### src/rtl/uart_tx_word.sv
// uart_tx_word: serializes one W_BUS-bit result bus as N_WORDS back-to-back
// UART frames (start bit, LSB-first data, high padding up to PACKET_SIZE).
module uart_tx_word #(
  parameter int CLOCKS_PER_PULSE = 4,
  parameter int BITS_PER_WORD    = 8,
  parameter int PACKET_SIZE      = 13,
  parameter int W_BUS            = 96
) (
  input  logic             clk,
  input  logic             rstn,
  input  logic             s_valid,
  output logic             s_ready,
  input  logic [W_BUS-1:0] s_data,
  output logic             tx,
  output logic             busy
);
  localparam int N_WORDS = W_BUS / BITS_PER_WORD;
  localparam int PULSE_W = (CLOCKS_PER_PULSE > 1) ? $clog2(CLOCKS_PER_PULSE) : 1;
  localparam int BIT_W   = (PACKET_SIZE > 1) ? $clog2(PACKET_SIZE) : 1;
  localparam int WORD_W  = (N_WORDS > 1) ? $clog2(N_WORDS) : 1;
  localparam int PAD     = PACKET_SIZE - BITS_PER_WORD - 1;

  localparam logic [PULSE_W-1:0] PULSE_LAST = PULSE_W'(CLOCKS_PER_PULSE - 1);
  localparam logic [BIT_W-1:0]   BIT_LAST   = BIT_W'(PACKET_SIZE - 1);
  localparam logic [WORD_W-1:0]  WORD_LAST  = WORD_W'(N_WORDS - 1);

  typedef enum logic {IDLE, SEND} state_e;

  state_e             state_q, state_d;
  logic [PULSE_W-1:0] pulse_cnt_q, pulse_cnt_d;
  logic [BIT_W-1:0]   bit_cnt_q, bit_cnt_d;
  logic [WORD_W-1:0]  word_cnt_q, word_cnt_d;
  logic [W_BUS-1:0]   shreg_q, shreg_d;
  logic               tx_q, tx_d;
  logic [PACKET_SIZE-1:0] frame;

  // Next-state: accept in IDLE, then walk pulse/bit/word counters in SEND.
  // The current word always sits in the low bits of the shift register.
  // tx is registered from the *next* counter values so the line changes on
  // the same edge the counters do (start bit appears right after accept).
  always_comb begin
    state_d     = state_q;
    pulse_cnt_d = pulse_cnt_q;
    bit_cnt_d   = bit_cnt_q;
    word_cnt_d  = word_cnt_q;
    shreg_d     = shreg_q;
    case (state_q)
      IDLE: begin
        if (s_valid) begin
          state_d     = SEND;
          shreg_d     = s_data;
          pulse_cnt_d = '0;
          bit_cnt_d   = '0;
          word_cnt_d  = '0;
        end
      end
      SEND: begin
        if (pulse_cnt_q == PULSE_LAST) begin
          pulse_cnt_d = '0;
          if (bit_cnt_q == BIT_LAST) begin
            bit_cnt_d = '0;
            if (word_cnt_q == WORD_LAST) begin
              state_d    = IDLE;
              word_cnt_d = '0;
            end else begin
              word_cnt_d = word_cnt_q + 1'b1;
              shreg_d    = shreg_q >> BITS_PER_WORD;
            end
          end else begin
            bit_cnt_d = bit_cnt_q + 1'b1;
          end
        end else begin
          pulse_cnt_d = pulse_cnt_q + 1'b1;
        end
      end
      default: state_d = IDLE;
    endcase
    frame = {{PAD{1'b1}}, shreg_d[BITS_PER_WORD-1:0], 1'b0};
    tx_d  = (state_d == SEND) ? frame[bit_cnt_d] : 1'b1;
  end

  // State and datapath registers with synchronous active-low reset.
  always_ff @(posedge clk) begin
    if (!rstn) begin
      state_q     <= IDLE;
      pulse_cnt_q <= '0;
      bit_cnt_q   <= '0;
      word_cnt_q  <= '0;
      shreg_q     <= '0;
      tx_q        <= 1'b1;
    end else begin
      state_q     <= state_d;
      pulse_cnt_q <= pulse_cnt_d;
      bit_cnt_q   <= bit_cnt_d;
      word_cnt_q  <= word_cnt_d;
      shreg_q     <= shreg_d;
      tx_q        <= tx_d;
    end
  end

  assign s_ready = (state_q == IDLE);
  assign busy    = (state_q == SEND);
  assign tx      = tx_q;
endmodule

### config.mk
export PLATFORM = sky130hd
export DESIGN_NAME = uart_tx_word
export DESIGN_NICKNAME = d
export VERILOG_FILES = /design/src/rtl/uart_tx_word.sv
export SDC_FILE = /design/constraint.sdc
export NUM_CORES = 1
export LEC_CHECK = 0
export ABC_AREA = 1
export CORE_AREA = 2 2 128 80
export CTS_BUF_LIST = sky130_fd_sc_hd__clkbuf_4 sky130_fd_sc_hd__clkbuf_8 sky130_fd_sc_hd__clkbuf_16
export CTS_CLUSTER_DIAMETER = 50
export DETAILED_ROUTE_END_ITERATION = 10
export DIE_AREA = 0 0 130 82
export GPL_TIMING_DRIVEN = 0
export MAX_ROUTING_LAYER = met4
export PLACE_DENSITY = 0.87
export SLEW_MARGIN = 40
export SYNTH_ARGS = -nofsm -noshare
export SYNTH_HDL_FRONTEND = slang
export SYNTH_SLANG_ARGS = --single-unit
### constraint.sdc
create_clock -name clk -period 2.16 [get_ports clk]
set_input_delay 0.432 -clock clk [delete_from_list [all_inputs] [get_ports clk]]
set_output_delay 0.432 -clock clk [all_outputs]
set_load 0.02 [all_outputs]
# Yosys cells after proc, flatten, opt, wreduce, memory -nomap -nowiden
# Index checks and enable logic that the tools add are counted.
[word_totals]
input_bits = 99
out_inout_bits = 3
ff_bits = 108
[op_classes]
n_addsub = 3
n_bitwise = 1
n_eq_ne = 7
n_lt_le_gt_ge = 1
reduce_logical = 3
muxes = 24
[op_table]
columns = ["op", "n"]
rows = [
  ["2-to-1 mux 96 bit", 4],
  ["one-hot mux 96 bit (2 select lines)", 1],
  ["2-to-1 mux 4 bit", 7],
  ["one-hot mux 4 bit (2 select lines)", 2],
  ["adder 4 x 1 -> 4 bit, second input constant", 2],
  ["== test 4 bit, second input constant", 2],
  ["< comparator 4 x 5 -> 1 bit, second input constant", 1],
  ["2-to-1 mux 1 bit", 5],
  ["binary-select mux 1 bit (select 4 bit)", 1],
  ["2-to-1 mux 2 bit", 2],
  ["inequality test 2 x 1 -> 1 bit, second input constant", 2],
  ["inequality test 2 bit, second input constant", 2],
  ["one-hot mux 2 bit (2 select lines)", 1],
  ["AND reduction 4 bit", 1],
  ["AND reduction 3 bit", 1],
  ["adder 2 x 1 -> 2 bit, second input constant", 1],
  ["== test 2 bit, second input constant", 1],
  ["one-hot mux 1 bit (2 select lines)", 1],
  ["AND reduction 2 bit", 1],
  ["inverter 1 bit", 1],
]

# Longest topological paths before layout
# Gate-level depths: netlist (run 1).
[logic_depth]
depth_word = 7
ltp_mapped = 14
mapped_depth_nobuf = 14

# Least setup slack after synthesis (run 1)
# OpenSTA, ideal clock, no wires.
[synth_timing]
kind = "register to register"
from = "register state_q (netlist: busy)"
to = "register tx_q (netlist: tx)"
period_less_slack_ps = 1670
path_stages_with_launch = 13
required_time_ps = 2031
arrival_time_ps = 1541
path_slack_ps = 490
cell_sequence = "dfxtp_1 -> inv_2 -> nand2_1 -> inv_1 -> buf_2 -> a22oi_1 -> nand2_1 -> nand2_1 -> nand3_1 -> nand2_1 -> nand2_1 -> nand2_1 -> nand3_1"
[synth_via]
elab_chain_len = 4
[synth_rtl]
columns = ["item", "line_no", "text"]
rows = [
  ["from (decl)", "29", "state_e state_q, state_d;"],
  ["from (signal assigned)", "92", "state_q <= state_d;"],
  ["inverter 1 bit *", "n/a", ""],
  ["net s_ready", "12", "output logic s_ready,"],
  ["one-hot mux 96 bit (2 select lines) / one-hot mux 4 bit (2 select lines) (equally long branches)", "47", "case (state_q)"],
  ["binary-select mux 1 bit (select 4 bit)", "79", "tx_d = (state_d == SEND) ? frame[bit_cnt_d] : 1'b1;"],
  ["2-to-1 mux 1 bit (not written as such)", "79", ""],
  ["to (signal assigned)", "97", "tx_q <= tx_d;"],
  ["to (decl)", "34", "logic tx_q, tx_d;"],
]
# The timed path passes the listed nets; every way through them passes the cells marked *. The select of a mux whose other input is x is not followed.
# A chain may end at the register's enable or synchronous reset.

# Worst setup path in the final report (run 1)
[layout_timing]
from = "register bit_cnt_q[0]"
to = "register shreg_q[67]"
[layout_via]
elab_chain_len = 3
[layout_rtl]
columns = ["item", "line_no", "text"]
rows = [
  ["from (decl)", "31", "logic [BIT_W-1:0] bit_cnt_q, bit_cnt_d;"],
  ["from (signal assigned)", "94", "bit_cnt_q <= bit_cnt_d;"],
  ["== test 4 bit", "60", "if (bit_cnt_q == BIT_LAST) begin"],
  ["inequality test 2 x 1 -> 1 bit (no source line)", "n/a", ""],
  ["AND reduction 4 bit (no source line)", "n/a", ""],
  ["to (signal assigned)", "96", "shreg_q <= shreg_d;"],
  ["to (decl)", "33", "logic [W_BUS-1:0] shreg_q, shreg_d;"],
]
# Every way passes these cells.

==> results of run 1 <==
[final timing paths]
check / cells after the start / slack (ns) / endpoint / start
setup reg to reg: 9 / 0.14 / shreg_q[67] / bit_cnt_q[0]
hold / removal: 1 / 0.47 / pulse_cnt_q[0] / pulse_cnt_q[0]
hold reg to reg: 1 / 0.47 / pulse_cnt_q[0] / pulse_cnt_q[0]
setup / recovery: 9 / 0.14 / shreg_q[67] / bit_cnt_q[0]
[cells by family (layout without fill, tap and decap cells)]
logic type | count (synthesis) | in the layout | synth area share (%)
xor gates and xnor gates | 3 | 3 | 0.554
buffers and inverters | 74 | 191 | 6.86
adders and majority gates | 4 | 4 | 1.06
AOI/OAI and AO/OA | 124 | 124 | 16.4
and+or+nand+nor | 325 | 325 | 29.6
DFF | 108 | 108 | 45.6
[repair_timing]
| action | 4_1_cts | 5_1_grt |
|---|---|---|
| hold buffers | 0 | 0 |
| resized for setup | 0 | 28 |
| setup endpoints to repair | 0 | 82 |
| buffers inserted | 0 | 1 |
[registers in the layout, indices dropped and copies added, names as in the netlist]
register,count
shreg_q,96
pulse_cnt_q,2
tx,1
busy,1
bit_cnt_q,4
word_cnt_q,4
[synth_stat cells, types with 4 or more instances]
cell and n:
dfxtp_1 108, buf_2 11, nor2_1 19, a21oi_1 16, clkbuf_1 29, o21ai_0 7
nand3b_1 4, a31oi_1 80, ha_1 4, a22oi_1 16, nand2_1 193, nand3_1 100
buf_4 5, inv_1 24
[area by class of cell]
cell class | instances | area share (%)
multi-input cells | 456 | 36.1
flip-flops and latches | 108 | 34.4
repair buffers | 102 | 16.4
clock buffers | 14 | 4.48
plain buffers | 49 | 3.93
well taps | 135 | 2.69
inverters | 25 | 1.49
clock inverters | 1 | 0.478
[worst max-delay path, delay by kind of cell, from the launching register on]
| kind | cells | cell delay, ns |
|---|---|---|
| AO/OA/AOI/OAI | 1 | 0.21 |
| adder cells (fa/ha/maj) | 1 | 0.20 |
| buffers and inverters | 4 | 0.72 |
| flip-flops | 1 | 0.33 |
| AND/OR/NAND/NOR | 3 | 0.49 |
[layer usage]
layer	global-route usage [%]	wire length (um)	vias up
li1	-	-	2423
met1	38.2	6740	2335
met2	42.7	6070	243
met3	6.51	1240	16
met4	6.77	149	0
met5	-	0	-
[through the flow]
| step | cells | power [mW] | hold slack, ns | TNS [ns] |
|---|---|---|---|---|
| after floorplan | 638 | 2.50 | 0.432 | 0 |
| after global placement | 874 | 2.78 | 0.448 | -3.57 |
| after detailed placement | 874 | 2.80 | 0.456 | -7.35 |
| after CTS | 889 | 4.50 | 0.470 | 0 |
| after global routing | 890 | 4.65 | 0.500 | -0.0125 |
| final | 890 | 4.53 | 0.472 | 0 |
[power by group through the flow]
stage | clock [mW] | sequential, mW | combinational [mW]
after CTS | 1.73 | 2.16 | 0.604
final | 1.75 | 2.16 | 0.617
after floorplan | 0 | 2.19 | 0.308
after detailed placement | 0 | 2.20 | 0.598
after global placement | 0 | 2.20 | 0.581
after global routing | 1.81 | 2.17 | 0.673
==> impl_metrics.py, run 1 <==
metrics = {
    "critical_path": {
        "critPathMaxStageDelay_ns": 0.33,
        "crit_type": "reg -> reg",
        "crit_chain": "inv_1 > ha_1 > nand3_2 > nor2_4 > buf_12 > buf_2 > buf_2 > nand3_1 > a31oi_1",
        "worstSetupEndpointType": "register",
        "worstPathArrival_ns": 2.30,
        "path_max_fanout": 10,
        "crit_path_frequent_cell": "buf_2",
        "crit_required_ns": 2.44,
        "cpMaxStageDelayCell": "dfxtp_1",
        "start_kind": "register",
    },
    "logic_synthesis": {
        "synth_edf_count": 0,
        "synth_seq_cells": 108,
        "yosys.area.top_type": "dfxtp_1",
        "synth.distinct_cells": 28,
        "synthesis.area_sq_um": 4740,
        "seq_area_frac_synth_pct": 45.6,
        "synth_warnings": 0,
        "ys.flop_type": "dfxtp_1",
        "synth_top_area_share_pct": 45.6,
        "synth_area_leaders": "dfxtp_1, nand2_1, a31oi_1, nand3_1, a22oi_1",
        "syn_area_per_cell_sq_um": 7.43,
        "synth_nets": 741,
        "async_flop_share_pct": 0,
        "syn_inst": 638,
    },
    "die": {
        "pin_count": 102,
        "start_util_pct": 49.6,
        "die-area_sq_um": 10700,
        "die_x_um": 130,
        "dieHeight_um": 82,
        "core_area_sq_um": 9560,
        "floorplan.rows": 28,
    },
    "power": {
        "power_density_nw_per_um2": 722,
        "p_leak_nw": 2.30,
        "p_comb_share_pct": 13.6,
        "switching_share_pct": 24.7,
        "power_frac_seq_pct": 47.7,
        "power.switching_mw": 1.12,
        "power.share.clock_pct": 38.7,
        "ir_worst_vdd_uv": 488,
        "internal_power_mw": 3.41,
    },
    "final_layout": {
        "multi_input_area_sq_um": 2260,
        "drive_above_1_share_pct": 7.28,
        "final_common_cell": "nand2_1",
        "layout_common_cells": "nand2_1, dfxtp_1, clkdlybuf4s50_1, nand3_1, a31oi_1",
        "nets": 854,
        "n_antenna_cell": 0,
        "final_core_utilization_pct": 65.6,
        "n_fill_cell": 804,
        "final_area_sq_um": 6280,
        "syn2layout_area_growth_pct": 32.4,
        "regArea_sq_um": 2160,
    },
    "routing": {
        "dr.pass1.iters": 6,
        "num_vias": 5017,
        "viasPerCell": 5.64,
        "ant_nets": 0,
        "wirelength_mm": 14.2,
        "drc_errors": 0,
        "wire_per_inst_um": 15.9,
        "drt_iter0_markers": 547,
    },
    "placement": {
        "place_area_sq_um": 5920,
        "place_congestion": 0.864,
        "dp_hpwl_mm": 10.4,
        "numPortBuffers": 101,
        "pre_cts_ws_ns": -0.192,
    },
    "cts": {
        "htreeDepth": 3,
        "clk_pin_slew_ns": 0.07,
        "clock_sinks": 108,
        "cts_buffer_depth": 2,
        "cts_buffers": 9,
        "cts-root-buf": "clkbuf_16",
        "clock_latency_ns": 0.36,
        "cts_tree": "built",
    },
    "timing": {
        "max_freq_mhz": 495,
        "fin_crit_ns": 2.02,
        "maxSlewHeadroom_pct": 61.2,
        "drv_slew": 0,
        "hold_viol_final": 0,
        "max_slew.worst_pin.slew_ns": 0.582,
        "period_share_pct": 93.6,
        "setup_viol": 0,
        "finalWorstSetupSlack_ns": 0.138,
        "skew_ns": 0.00713,
    },
    "min_path": {
        "hp-class": "reg -> reg",
    },
    "grt": {
        "grt_first_pass_wirelength_mm": 22.6,
        "grt_max_degree": 16,
        "grt_pass1_vias": 4714,
        "grt_use_total_pct": 28.1,
        "antenna_found_initial": 0,
        "grt_overflow_total": 0,
    },
    "flow_run": {
        "cap_violations": 0,
    },
    "outcome": {
        "status": "finished, final reports clean",
    },
}
Note: power is estimated with default switching activity, not from simulation.
==> run 2: changes to the inputs <==
- SLEW_MARGIN: 40 -> 5
==> results of run 2 <==
Final layout, timing and power as in run 1 (identical DEF).
